==> config.mk <==
export PLATFORM = sky130hd
export DESIGN_NAME = mux_scan_ctrl_flat
export DESIGN_NICKNAME = d
export VERILOG_FILES = /design/src/rtl/mux_scan_ctrl_pkg.sv /design/src/rtl/mux_scan_ctrl_if.sv /design/src/rtl/mux_scan_ctrl.sv /design/src/flat_wrapper.sv
export SDC_FILE = /design/constraint.sdc
export NUM_CORES = 1
export LEC_CHECK = 0
export CAP_MARGIN = 20
export CORE_ASPECT_RATIO = 1.4
export CORE_MARGIN = 2
export CORE_UTILIZATION = 55
export CTS_CLUSTER_DIAMETER = 60
export DETAILED_ROUTE_END_ITERATION = 12
export GPL_TIMING_DRIVEN = 0
export PLACE_DENSITY = 0.86
export SETUP_SLACK_MARGIN = 0.3
export SYNTH_ARGS = -nofsm -noshare
export SYNTH_HDL_FRONTEND = slang
export SYNTH_SLANG_ARGS = --single-unit
==> constraint.sdc <==
create_clock -name clk -period 4.6 [get_ports clk]
set_input_delay 0.46 -clock clk [delete_from_list [all_inputs] [get_ports clk]]
set_output_delay 0.46 -clock clk [all_outputs]
set_load 0.005 [all_outputs]
==> src/rtl/mux_scan_ctrl_pkg.sv <==
// Shared constants and FSM state encoding for the mux scan controller.
`default_nettype none

package mux_scan_pkg;

  localparam int NUM_CH = 31;
  localparam int SEL_W  = 5;
  localparam int DATA_W = 2;

  localparam logic [SEL_W-1:0] LAST_CH = SEL_W'(NUM_CH - 1);

  typedef enum logic [1:0] {
    IDLE = 2'd0,
    SCAN = 2'd1,
    HOLD = 2'd2,
    DONE = 2'd3
  } state_t;

endpackage

`default_nettype wire

==> src/rtl/mux_scan_ctrl_if.sv <==
// Mux select/data pair plus the (channel, data) valid/ready sample stream.
`default_nettype none

interface mux_scan_ctrl_if;
  import mux_scan_pkg::*;

  logic [SEL_W-1:0]  sel_o;
  logic [DATA_W-1:0] mux_i;
  logic              valid_o;
  logic              ready_i;
  logic [SEL_W-1:0]  ch_o;
  logic [DATA_W-1:0] data_o;

  modport master (
    output sel_o, valid_o, ch_o, data_o,
    input  mux_i, ready_i
  );

  modport slave (
    input  sel_o, valid_o, ch_o, data_o,
    output mux_i, ready_i
  );

endinterface

`default_nettype wire

==> src/rtl/mux_scan_ctrl.sv <==
// Sweeps the mux select over enabled channels and streams each sample out under valid/ready.
`default_nettype none

module mux_scan_ctrl
  import mux_scan_pkg::*;
(
  input  logic              clk,
  input  logic              rst_n,
  input  logic              start,
  input  logic              abort,
  input  logic              continuous,
  input  logic [NUM_CH-1:0] ch_en,
  mux_scan_ctrl_if.master   bus,
  output logic              busy_o,
  output logic              done_o
);

  state_t            state_q, state_d;
  logic [SEL_W-1:0]  sel_q, sel_d;
  logic [NUM_CH-1:0] mask_q, mask_d;
  logic [SEL_W-1:0]  ch_q, ch_d;
  logic [DATA_W-1:0] data_q, data_d;
  logic              valid_q, valid_d;
  logic              w_sweep_end;
  logic              w_last;

  assign w_last = (sel_q == LAST_CH);

  always_ff @(posedge clk or negedge rst_n) begin
    if (!rst_n) begin
      state_q <= IDLE;
      sel_q   <= '0;
      mask_q  <= '0;
      ch_q    <= '0;
      data_q  <= '0;
      valid_q <= 1'b0;
    end else begin
      state_q <= state_d;
      sel_q   <= sel_d;
      mask_q  <= mask_d;
      ch_q    <= ch_d;
      data_q  <= data_d;
      valid_q <= valid_d;
    end
  end

  always_comb begin
    state_d     = state_q;
    sel_d       = sel_q;
    mask_d      = mask_q;
    ch_d        = ch_q;
    data_d      = data_q;
    valid_d     = valid_q;
    w_sweep_end = 1'b0;

    case (state_q)
      IDLE: begin
        if (start && !abort) begin
          mask_d  = ch_en;
          sel_d   = '0;
          state_d = SCAN;
        end
      end
      SCAN: begin
        if (mask_q[sel_q]) begin
          data_d  = bus.mux_i;
          ch_d    = sel_q;
          valid_d = 1'b1;
          state_d = HOLD;
        end else if (!w_last) begin
          sel_d = sel_q + SEL_W'(1);
        end else begin
          w_sweep_end = 1'b1;
        end
      end
      HOLD: begin
        if (bus.ready_i) begin
          valid_d = 1'b0;
          if (!w_last) begin
            sel_d   = sel_q + SEL_W'(1);
            state_d = SCAN;
          end else begin
            w_sweep_end = 1'b1;
          end
        end
      end
      DONE: begin
        state_d = IDLE;
      end
      default: begin
        state_d = IDLE;
      end
    endcase

    // continuous is only looked at here, so a mid-sweep change lets the current sweep finish
    if (w_sweep_end) begin
      if (continuous) begin
        sel_d   = '0;
        mask_d  = ch_en;
        state_d = SCAN;
      end else begin
        state_d = DONE;
      end
    end

    if (abort && (state_q != IDLE)) begin
      state_d = IDLE;
      valid_d = 1'b0;
      sel_d   = '0;
    end
  end

  assign bus.sel_o   = sel_q;
  assign bus.valid_o = valid_q;
  assign bus.ch_o    = ch_q;
  assign bus.data_o  = data_q;
  assign busy_o      = (state_q != IDLE);
  assign done_o      = (state_q == DONE);

endmodule

`default_nettype wire

==> src/flat_wrapper.sv <==
// flat-port wrapper written by rule: the top's interface ports become plain ports
module mux_scan_ctrl_flat import mux_scan_pkg::*;
  (clk, rst_n, start, abort, continuous, ch_en, busy_o, done_o, bus_sel_o, bus_valid_o, bus_ch_o, bus_data_o, bus_mux_i, bus_ready_i);
  mux_scan_ctrl_if bus_i ();
  input  logic clk;
  input  logic rst_n;
  input  logic start;
  input  logic abort;
  input  logic continuous;
  input  logic [NUM_CH-1:0] ch_en;
  output logic busy_o;
  output logic done_o;
  output wire logic [$bits(bus_i.sel_o)-1:0] bus_sel_o;
  output wire logic [$bits(bus_i.valid_o)-1:0] bus_valid_o;
  output wire logic [$bits(bus_i.ch_o)-1:0] bus_ch_o;
  output wire logic [$bits(bus_i.data_o)-1:0] bus_data_o;
  input wire logic [$bits(bus_i.mux_i)-1:0] bus_mux_i;
  input wire logic [$bits(bus_i.ready_i)-1:0] bus_ready_i;
  assign bus_sel_o = bus_i.sel_o;
  assign bus_valid_o = bus_i.valid_o;
  assign bus_ch_o = bus_i.ch_o;
  assign bus_data_o = bus_i.data_o;
  assign bus_i.mux_i = bus_mux_i;
  assign bus_i.ready_i = bus_ready_i;
  mux_scan_ctrl u_core (.clk(clk), .rst_n(rst_n), .start(start), .abort(abort), .continuous(continuous), .ch_en(ch_en), .bus(bus_i), .busy_o(busy_o), .done_o(done_o));
endmodule
==> flow_metrics.env, run 1 <==
export IMPL_syn_num_nets=247
export IMPL_yosysTopAreaCell="dfrtp_1"
export IMPL_synth_area_leaders="dfrtp_1, mux2_1, mux4_2"
export IMPL_drv_cap=0
export IMPL_total_power_mw=1.75
export IMPL_grt_first_pass_wirelength_mm=9.07
export IMPL_leakagePower_nw=1.33
export IMPL_diodes=0
export IMPL_period_share_pct=63.6
export IMPL_wl_per_cell_um=15.8
export IMPL_syn_area_sq_um=2510
export IMPL_fin_crit_ns=2.92
export IMPL_cts_buffers=5
export IMPL_fin_setup_tns_ns=0
export IMPL_clock_latency_ns=0.30
export IMPL_grt_max_degree=27
export IMPL_gr_total_overflow=0
export IMPL_cts_tree="built"
export IMPL_outcome="completed"
export IMPL_final_core_util_pct=72.3
export IMPL_synth_seq_area_share_pct=45.9
export IMPL_final_cells=326
export IMPL_p_per_area_nw_per_um2=543
export IMPL_design_area_sq_um=3230
export IMPL_vias_per_cell=5.86
export IMPL_syn_area_per_cell_sq_um=12.4
export IMPL_area_growth_pct=28.6
export IMPL_cp_required_ns=4.78
export IMPL_skew_ns=0.00650
export IMPL_cts_hold_buf=0
export IMPL_relSlewSlack_pct=58.1
export IMPL_ys_seq_elements=46
export IMPL_cts_sinks=46
export IMPL_grt_pass1_vias=1978
export IMPL_track_usage_pct=23.4
export IMPL_nets=308
export IMPL_crit_path_max_fanout=10
export IMPL_h_tree_depth=2
export IMPL_root_buffer="clkbuf_8"
export IMPL_hp_class="in2async"
export IMPL_critical_path_top_delay_family="buffers and inverters"
export IMPL_path_buf_inv=3
export IMPL_first_iter_violations=68
export IMPL_path_class="reg2reg"
export IMPL_synth_edf_count=0
export IMPL_post_cts_setup_buffers=0
export IMPL_cts_buffer_depth=2
export IMPL_crit_start="u_core.bus.sel_o[0]$_DFF_PN0_"
export IMPL_place_ws_ns=1.70
export IMPL_post_place_cells=318
export IMPL_die_area_sq_um=5130
export IMPL_holdWs_ns=0.108
export IMPL_drt_first_pass_iters=4
export IMPL_place_congestion=0.943
export IMPL_final_max_slew_viol_count=0
export IMPL_max_freq_ghz=0.342
export IMPL_ctsResizeCount=0
export IMPL_die_x_um=61.1
export IMPL_coreArea_sq_um=4460
export IMPL_cp_start_kind="register"
export IMPL_hold_violations=0
export IMPL_vias=1911
export IMPL_routed_wl_mm=5.15
export IMPL_setup_ws_ns=1.68
export IMPL_slowest_delay_ns=0.39
export IMPL_cp_arrival_ns=3.10
export IMPL_ys_types=53
export IMPL_setup_violations=0
export IMPL_cts_clk_slew_worst_paths_ns=0.09
export IMPL_num_rows=29
export IMPL_synth_top_cell_area_share_pct=45.9
export IMPL_synth_async_reset_ratio_pct=100
export IMPL_drive_gt1_share_pct=13.3
export IMPL_rsz0062_at_grt="false"
export IMPL_r2r_start="u_core.bus.sel_o[0]$_DFF_PN0_"
export IMPL_synth_top_flop_cell="dfrtp_1"
export IMPL_tightest_slew_ns=0.619
export IMPL_crit_chain="clkbuf_1, inv_2, ha_1, nand4_1, nor2_1, and2_1, o21bai_4, a2bb2oi_2, buf_6, mux2_1"
export IMPL_start_util_pct=56.2
export IMPL_vdd_drop_max_mv=0.369
export IMPL_dieHeight_um=83.9
export IMPL_io_buffer_count=53
export IMPL_num_io_pins=54
export IMPL_antenna_found_initial=0
export IMPL_drc=0
export IMPL_yosys_warnings=0
export IMPL_end_kind="register"
export IMPL_ant_nets=0
export IMPL_dp_hpwl_mm=4.00
export IMPL_synthCells=202
export IMPL_dpl_cell_area_sq_um=3130
export IMPL_cpMaxStageDelayCell="clkbuf_1"
==> cells in the mapped netlist (3+ instances only) <==
| cell | instances |
|---|---|
| mux2_2 | 5 |
| a32o_1 | 3 |
| nand2b_1 | 4 |
| clkbuf_1 | 4 |
| nor2_1 | 9 |
| mux4_2 | 6 |
| dfrtp_1 | 46 |
| nand4_1 | 4 |
| buf_2 | 3 |
| a21oi_1 | 7 |
| nand2_1 | 9 |
| inv_1 | 5 |
| buf_6 | 4 |
| o21ai_1 | 3 |
| ha_1 | 6 |
| o21ai_0 | 4 |
| nor2b_1 | 4 |
| mux2_1 | 34 |
==> registers in the layout, indices dropped and copies added, names as in the netlist <==
register            count
u_core.bus.ch_o         5
u_core.bus.sel_o        5
u_core.bus.valid_o      1
u_core.state_q          2
u_core.mask_q          31
u_core.bus.data_o       2
==> cell families after synthesis <==
| family | share of synthesized area (%) |
|---|---|
| AOI/OAI and AO/OA | 14.6 |
| muxes | 23.8 |
| and+or+nand+nor | 8.87 |
| DFF | 45.9 |
| buffers and inverters | 3.89 |
| adders and majority gates | 2.99 |
==> layer usage <==
layer / up-vias / wire [um] / track usage (%)
li1: 890 / - / -
met1: 946 / 2080 / 28.4
met2: 71 / 2780 / 39.9
met3: 4 / 240 / 4.34
met4: 0 / 49 / 8.50
met5: - / 0 / 0
==> report_power, final <==
group	switching [mW]	total [mW]	internal (mW)
combinational	0.383	0.821	0.438
sequential	0.0917	0.671	0.580
clock	0.136	0.260	0.124
==> final timing paths <==
path                                                 end  slack, ns  cells past startpoint
min reg2reg                  u_core.mask_q[17]$_DFF_PN0_       0.49                      1
min in group clk             u_core.mask_q[17]$_DFF_PN0_       0.49                      1
max in group asynchronous  u_core.state_q[0]$_DFFE_PN0P_       4.00                      2
max reg2reg                  u_core.mask_q[11]$_DFF_PN0_       1.68                     10
max                          u_core.mask_q[11]$_DFF_PN0_       1.68                     10
min                           u_core.mask_q[7]$_DFF_PN0_       0.11                      1
==> area by class of cell <==
class                      count  area [sq um]
clock buffer                   7          86.3
clock inverter                 1          8.76
multi-input combinational    139          1260
inverter                       6          22.5
tap                           62          77.6
sequential                    46          1150
buffer                        11          75.1
timing repair buffer          54           546
fill                         328          1230
==> cell usage in the layout, fill, tap and decap left out, types with 5 or more instances in the layout <==
cell type,netlist,final
a21oi_1,7,7
clkbuf_1,4,5
clkbuf_8,0,6
clkdlybuf4s50_1,0,52
dfrtp_1,46,46
ha_1,6,6
inv_1,5,5
mux2_1,34,34
mux2_2,5,5
mux4_2,6,6
nand2_1,9,9
nor2_1,9,9
No activity file was read; power rests on OpenSTA's default activity.
==> run 2: changes to the inputs <==
--- a/config.mk
+++ b/config.mk
@@ -8,11 +8,11 @@
 export CAP_MARGIN = 20
 export CORE_ASPECT_RATIO = 1.4
 export CORE_MARGIN = 2
-export CORE_UTILIZATION = 55
+export CORE_UTILIZATION = 51
 export CTS_CLUSTER_DIAMETER = 60
 export DETAILED_ROUTE_END_ITERATION = 12
 export GPL_TIMING_DRIVEN = 0
-export PLACE_DENSITY = 0.86
+export PLACE_DENSITY = 0.8
 export SETUP_SLACK_MARGIN = 0.3
 export SYNTH_ARGS = -nofsm -noshare
 export SYNTH_HDL_FRONTEND = slang
==> constraint.sdc (replaced) <==
create_clock -name clk -period 2.71 [get_ports clk]
set_input_delay 0.271 -clock clk [delete_from_list [all_inputs] [get_ports clk]]
set_output_delay 0.271 -clock clk [all_outputs]
set_load 0.005 [all_outputs]
==> flow_metrics.env, run 2 (synthesis results as in run 1) <==
export IMPL_outcome="completed"
export IMPL_routed_wl_mm=6.32
export IMPL_layout_commonest_cell="clkdlybuf4s50_1"
export IMPL_cp_start_kind="register"
export IMPL_period_share_pct=89.5
export IMPL_largest_reg_flops=31
export IMPL_r2r_start="u_core.bus.sel_o[1]$_DFF_PN0_"
export IMPL_drive_gt1_share_pct=29.1
export IMPL_cts_buffers=5
export IMPL_io_buffer_count=53
export IMPL_fin_setup_tns_ns=0
export IMPL_vdd_drop_max_mv=0.615
export IMPL_start_util_pct=52.2
export IMPL_area_growth_pct=44.6
export IMPL_die_area_sq_um=5510
export IMPL_setup_violations=0
export IMPL_h_tree_depth=2
export IMPL_vias_per_cell=5.89
export IMPL_die_x_um=63.3
export IMPL_final_max_slew_viol_count=0
export IMPL_nets=326
export IMPL_path_class="reg2reg"
export IMPL_max_freq_ghz=0.413
export IMPL_crit_path_max_fanout=10
export IMPL_drt_first_pass_iters=5
export IMPL_end_kind="register"
export IMPL_critPathCapture="u_core.bus.ch_o[2]$_DFFE_PN0P_"
export IMPL_cp_required_ns=2.90
export IMPL_grt_max_degree=35
export IMPL_dp_hpwl_mm=4.16
export IMPL_coreArea_sq_um=4800
export IMPL_total_power_mw=3.60
export IMPL_track_usage_pct=23.5
export IMPL_rsz0062_at_grt="true"
export IMPL_skew_ns=0.00631
export IMPL_p_per_area_nw_per_um2=991
export IMPL_fin_crit_ns=2.42
export IMPL_final_cell_mix="clkdlybuf4s50_1, dfrtp_1, mux2_4"
export IMPL_final_core_util_pct=75.5
export IMPL_root_buffer="clkbuf_8"
export IMPL_r2r_end="u_core.bus.ch_o[2]$_DFFE_PN0P_"
export IMPL_cts_clk_slew_worst_paths_ns=0.09
export IMPL_design_area_sq_um=3630
export IMPL_dpl_cell_area_sq_um=3140
export IMPL_vias=2039
export IMPL_holdWs_ns=0.389
export IMPL_dieHeight_um=87.0
export IMPL_crit_start="u_core.bus.sel_o[1]$_DFF_PN0_"
export IMPL_tightest_slew_ns=0.671
export IMPL_antenna_found_initial=0
export IMPL_leakagePower_nw=1.56
export IMPL_ant_nets=0
export IMPL_cts_sinks=46
export IMPL_place_congestion=0.914
export IMPL_num_rows=30
export IMPL_reg2reg_slack_ns=0.29
export IMPL_hp_class="in2async"
export IMPL_diodes=0
export IMPL_cts_tree="built"
export IMPL_top_register="u_core.mask_q"
export IMPL_wl_per_cell_um=18.3
export IMPL_num_io_pins=54
export IMPL_first_iter_violations=135
export IMPL_hold_violations=0
export IMPL_drc=0
export IMPL_cp_arrival_ns=2.62
export IMPL_grt_first_pass_wirelength_mm=9.99
export IMPL_drv_cap=0
export IMPL_grt_pass1_vias=2074
export IMPL_clock_latency_ns=0.30
export IMPL_relSlewSlack_pct=55.3
export IMPL_gr_total_overflow=0
export IMPL_reg2reg_depth=8
export IMPL_cts_buffer_depth=2
[run 2: changes by cell type in the layout (fill, tap and decap cells not counted), moves of 3 or more]
cell	delta
buf_12	+3
buf_4	+14
buf_8	+3
mux2_4	+21
mux2_1	-20
[run 2: cell type report]
cell class | instances | area (sq um)
clock buffer | 6 | 82.6
fill | 338 | 1170
clock inverter | 2 | 12.5
timing repair buffer | 72 | 719
buffer | 11 | 108
multi-input combinational | 139 | 1450
sequential | 46 | 1150
tap | 64 | 80.1
inverter | 6 | 27.5
[run 2: repair_timing]
| item | 4_1_cts | 5_1_grt |
|---|---|---|
| resized for setup | 19 | 37 |
| pin swaps | 7 | 8 |
| setup buffers | 8 | 6 |
| gates cloned | 3 | 0 |
| setup endpoints to repair | 45 | 44 |
| hold buffers | 1 | 0 |
| endpoints found under the hold margin | 12 | 0 |
[run 2: metrics by stage]
step                setup WS (ns)  instances
floorplan                   0.315        202
global placement           -0.120        319
detailed placement         -0.136        320
CTS                         0.299        340
global route                0.220        346
finish                      0.286        346
[run 2: routing by layer]
metal  track usage [%]  share of wire, %
met1              28.0                40
met2              42.1                53
met3              3.62               4.3
met4              10.1               3.0
met5                 0                 0
[run 2: worst min-delay path by stage]
| stage | start | slack, ns | depth (start not counted) | to |
|---|---|---|---|---|
| final | rst_n | 0.39 | 2 | u_core.mask_q[2]$_DFF_PN0_ |
| after global routing | rst_n | 0.43 | 2 | u_core.mask_q[9]$_DFF_PN0_ |
| after global placement | u_core.mask_q[25]$_DFF_PN0_ | 0.47 | 1 | u_core.mask_q[25]$_DFF_PN0_ |
| after CTS | rst_n | 0.40 | 2 | u_core.mask_q[2]$_DFF_PN0_ |
| after detailed placement | rst_n | 0.19 | 1 | u_core.mask_q[9]$_DFF_PN0_ |
| after floorplan | rst_n | -0.02 | 0 | u_core.bus.ch_o[0]$_DFFE_PN0P_ |
[run 2: critical path: stages (launching register included)]
cell	delay, ns
dfrtp_1	0.40
buf_6	0.16
buf_12	0.15
mux4_2	0.51
mux2_4	0.31
a2bb2oi_2	0.21
nand4_4	0.13
buf_12	0.12
mux2_2	0.32
[run 2: power by group]
group          internal (mW)  switching, mW  total (mW)
clock                  0.205          0.236       0.441
combinational           1.15          0.848        2.00
sequential             0.985          0.173        1.16
==> run 3: changes to the inputs <==
--- a/config.mk
+++ b/config.mk
@@ -8,11 +8,12 @@
 export CAP_MARGIN = 20
 export CORE_ASPECT_RATIO = 1.4
 export CORE_MARGIN = 2
-export CORE_UTILIZATION = 51
+export CORE_UTILIZATION = 65
 export CTS_CLUSTER_DIAMETER = 60
 export DETAILED_ROUTE_END_ITERATION = 12
+export DONT_BUFFER_PORTS = 1
 export GPL_TIMING_DRIVEN = 0
-export PLACE_DENSITY = 0.8
+export PLACE_DENSITY = 0.81
 export SETUP_SLACK_MARGIN = 0.3
 export SYNTH_ARGS = -nofsm -noshare
 export SYNTH_HDL_FRONTEND = slang
==> constraint.sdc (replaced) <==
create_clock -name clk -period 2.8 [get_ports clk]
set_input_delay 0.28 -clock clk [delete_from_list [all_inputs] [get_ports clk]]
set_output_delay 0.28 -clock clk [all_outputs]
set_load 0.005 [all_outputs]
==> flow_metrics.env, run 3 (synthesis results as in run 1) <==
export IMPL_drc=0
export IMPL_clock_latency_ns=0.29
export IMPL_dp_hpwl_mm=3.97
export IMPL_hold_depth=1
export IMPL_relSlewSlack_pct=49.8
export IMPL_top_register="u_core.mask_q"
export IMPL_root_buffer="clkbuf_8"
export IMPL_die_area_sq_um=4380
export IMPL_coreArea_sq_um=3680
export IMPL_cp_arrival_ns=2.62
export IMPL_holdWs_ns=0.108
export IMPL_r2r_start="u_core.bus.sel_o[1]$_DFF_PN0_"
export IMPL_outcome="completed"
export IMPL_design_area_sq_um=3000
export IMPL_gr_total_overflow=0
export IMPL_final_max_slew_viol_count=0
export IMPL_start_util_pct=68.3
export IMPL_setup_ws_ns=0.343
export IMPL_reg2reg_depth=9
export IMPL_pwr_share_seq_pct=34.9
export IMPL_grt_pass1_vias=1913
export IMPL_routed_wl_mm=5.95
export IMPL_hold_end="u_core.mask_q[4]$_DFF_PN0_"
export IMPL_tightest_slew_ns=0.741
export IMPL_fin_crit_ns=2.46
export IMPL_period_share_pct=87.8
export IMPL_total_power_mw=3.29
export IMPL_skew_ns=0.00771
export IMPL_h_tree_depth=2
export IMPL_antenna_found_initial=0
export IMPL_pwr_share_clk_pct=17.9
export IMPL_io_buffer_count=0
export IMPL_p_sw_mw=1.17
export IMPL_die_x_um=56.5
export IMPL_vdd_drop_max_mv=0.810
export IMPL_cp_required_ns=2.97
export IMPL_dpl_cell_area_sq_um=2560
export IMPL_power_frac_comb_pct=47.2
export IMPL_p_per_area_nw_per_um2=1100
export IMPL_nets=267
export IMPL_end_kind="register"
export IMPL_largest_reg_flops=31
export IMPL_area_growth_pct=19.5
export IMPL_place_congestion=0.866
export IMPL_cp_start_kind="register"
export IMPL_p_int_mw=2.12
export IMPL_fillerInstances=212
export IMPL_cts_sinks=46
export IMPL_max_freq_ghz=0.407
export IMPL_dieHeight_um=77.5
export IMPL_layout_commonest_cell="dfrtp_1"
export IMPL_final_cell_mix="dfrtp_1, mux2_1, buf_4"
export IMPL_leakagePower_nw=1.25
export IMPL_r2r_end="u_core.mask_q[21]$_DFF_PN0_"
export IMPL_wl_per_cell_um=22.5
export IMPL_setup_violations=0
export IMPL_cts_buffer_depth=2
export IMPL_num_rows=26
export IMPL_track_usage_pct=28.5
export IMPL_rsz0062_at_grt="true"
export IMPL_grt_first_pass_wirelength_mm=9.54
export IMPL_grt_max_degree=47
export IMPL_diodes=0
export IMPL_path_class="reg2reg"
export IMPL_drt_first_pass_iters=5
export IMPL_crit_path_max_fanout=7
export IMPL_cts_clk_slew_worst_paths_ns=0.08
export IMPL_first_iter_violations=93
export IMPL_hold_violations=0
export IMPL_reg2reg_slack_ns=0.34
export IMPL_num_io_pins=54
export IMPL_vias=1812
export IMPL_ant_nets=0
export IMPL_drv_cap=0
export IMPL_fin_setup_tns_ns=0
export IMPL_vias_per_cell=6.84
export IMPL_cts_tree="built"
export IMPL_drive_gt1_share_pct=27.8
export IMPL_swShare_pct=35.4
export IMPL_hp_start="ch_en[4]"
export IMPL_place_ws_ns=-0.126
export IMPL_cts_buffers=5
export IMPL_hp_class="in2reg"
==> run 3: per-stage QoR <==
| step | util [%] | std cells |
|---|---|---|
| floorplan | - | 202 |
| global placement | 69.7 | 244 |
| detailed placement | 69.7 | 244 |
| CTS | 79.0 | 264 |
| global route | 81.6 | 265 |
| finish | 81.6 | 265 |
==> run 3: final cells by class <==
type                    count  area, sq um  share of cell area, %
inverters                   6         25.0                  0.834
plain buffers              11          105                   3.50
clock inverters             2         60.1                   2.00
multi-input cells         139         1390                   46.3
repair buffers             13          133                   4.42
flip-flops and latches     46         1150                   38.4
clock buffers               6         82.6                   2.75
well taps                  42         52.6                   1.75
==> run 3: layer usage <==
metal	GRT usage [%]	share of wire (%)	vias to the layer above
li1	-	-	812
met1	32.9	37	903
met2	48.7	53	75
met3	7.17	6.1	22
met4	13.8	3.6	0
met5	0	0	-
==> run 3: repair_timing <==
action / CTS / global route
pin swaps: 4 / 6
resized for setup: 17 / 19
setup buffers: 7 / 1
endpoints found under the hold margin: 46 / 0
endpoints found under the setup margin: 44 / 44
hold buffers: 2 / 0
cloned: 3 / 0
==> run 3: worst max-delay path by stage <==
stage / end / slack, ns / startpoint / cells after the start
floorplan: u_core.mask_q[0]$_DFF_PN0_ / 0.40 / u_core.bus.sel_o[0]$_DFF_PN0_ / 10
global placement: u_core.mask_q[2]$_DFF_PN0_ / -0.08 / u_core.bus.sel_o[0]$_DFF_PN0_ / 10
detailed placement: u_core.mask_q[25]$_DFF_PN0_ / -0.13 / u_core.bus.sel_o[0]$_DFF_PN0_ / 10
CTS: u_core.mask_q[21]$_DFF_PN0_ / 0.30 / u_core.bus.sel_o[0]$_DFF_PN0_ / 11
global route: u_core.mask_q[21]$_DFF_PN0_ / 0.27 / u_core.bus.sel_o[1]$_DFF_PN0_ / 9
finish: u_core.mask_q[21]$_DFF_PN0_ / 0.34 / u_core.bus.sel_o[1]$_DFF_PN0_ / 9
==> run 3: power groups by stage <==
stage / registers (mW) / logic [mW] / clock network (mW)
final: 1.15 / 1.55 / 0.590
after global routing: 1.18 / 1.67 / 0.626
after global placement: 1.11 / 1.14 / 0
after detailed placement: 1.14 / 1.18 / 0
after CTS: 1.14 / 1.39 / 0.600
after floorplan: 1.08 / 0.963 / 0
==> run 3: worst max-delay path, cell delays in order (launching register included) <==
cell and delay, ns:
dfrtp_2 0.42, buf_6 0.16, mux4_2 0.54, mux2i_4 0.19, o32ai_2 0.15, o21bai_4 0.18, a2bb2oi_4 0.08, buf_12 0.14
buf_6 0.13, mux2_1 0.34
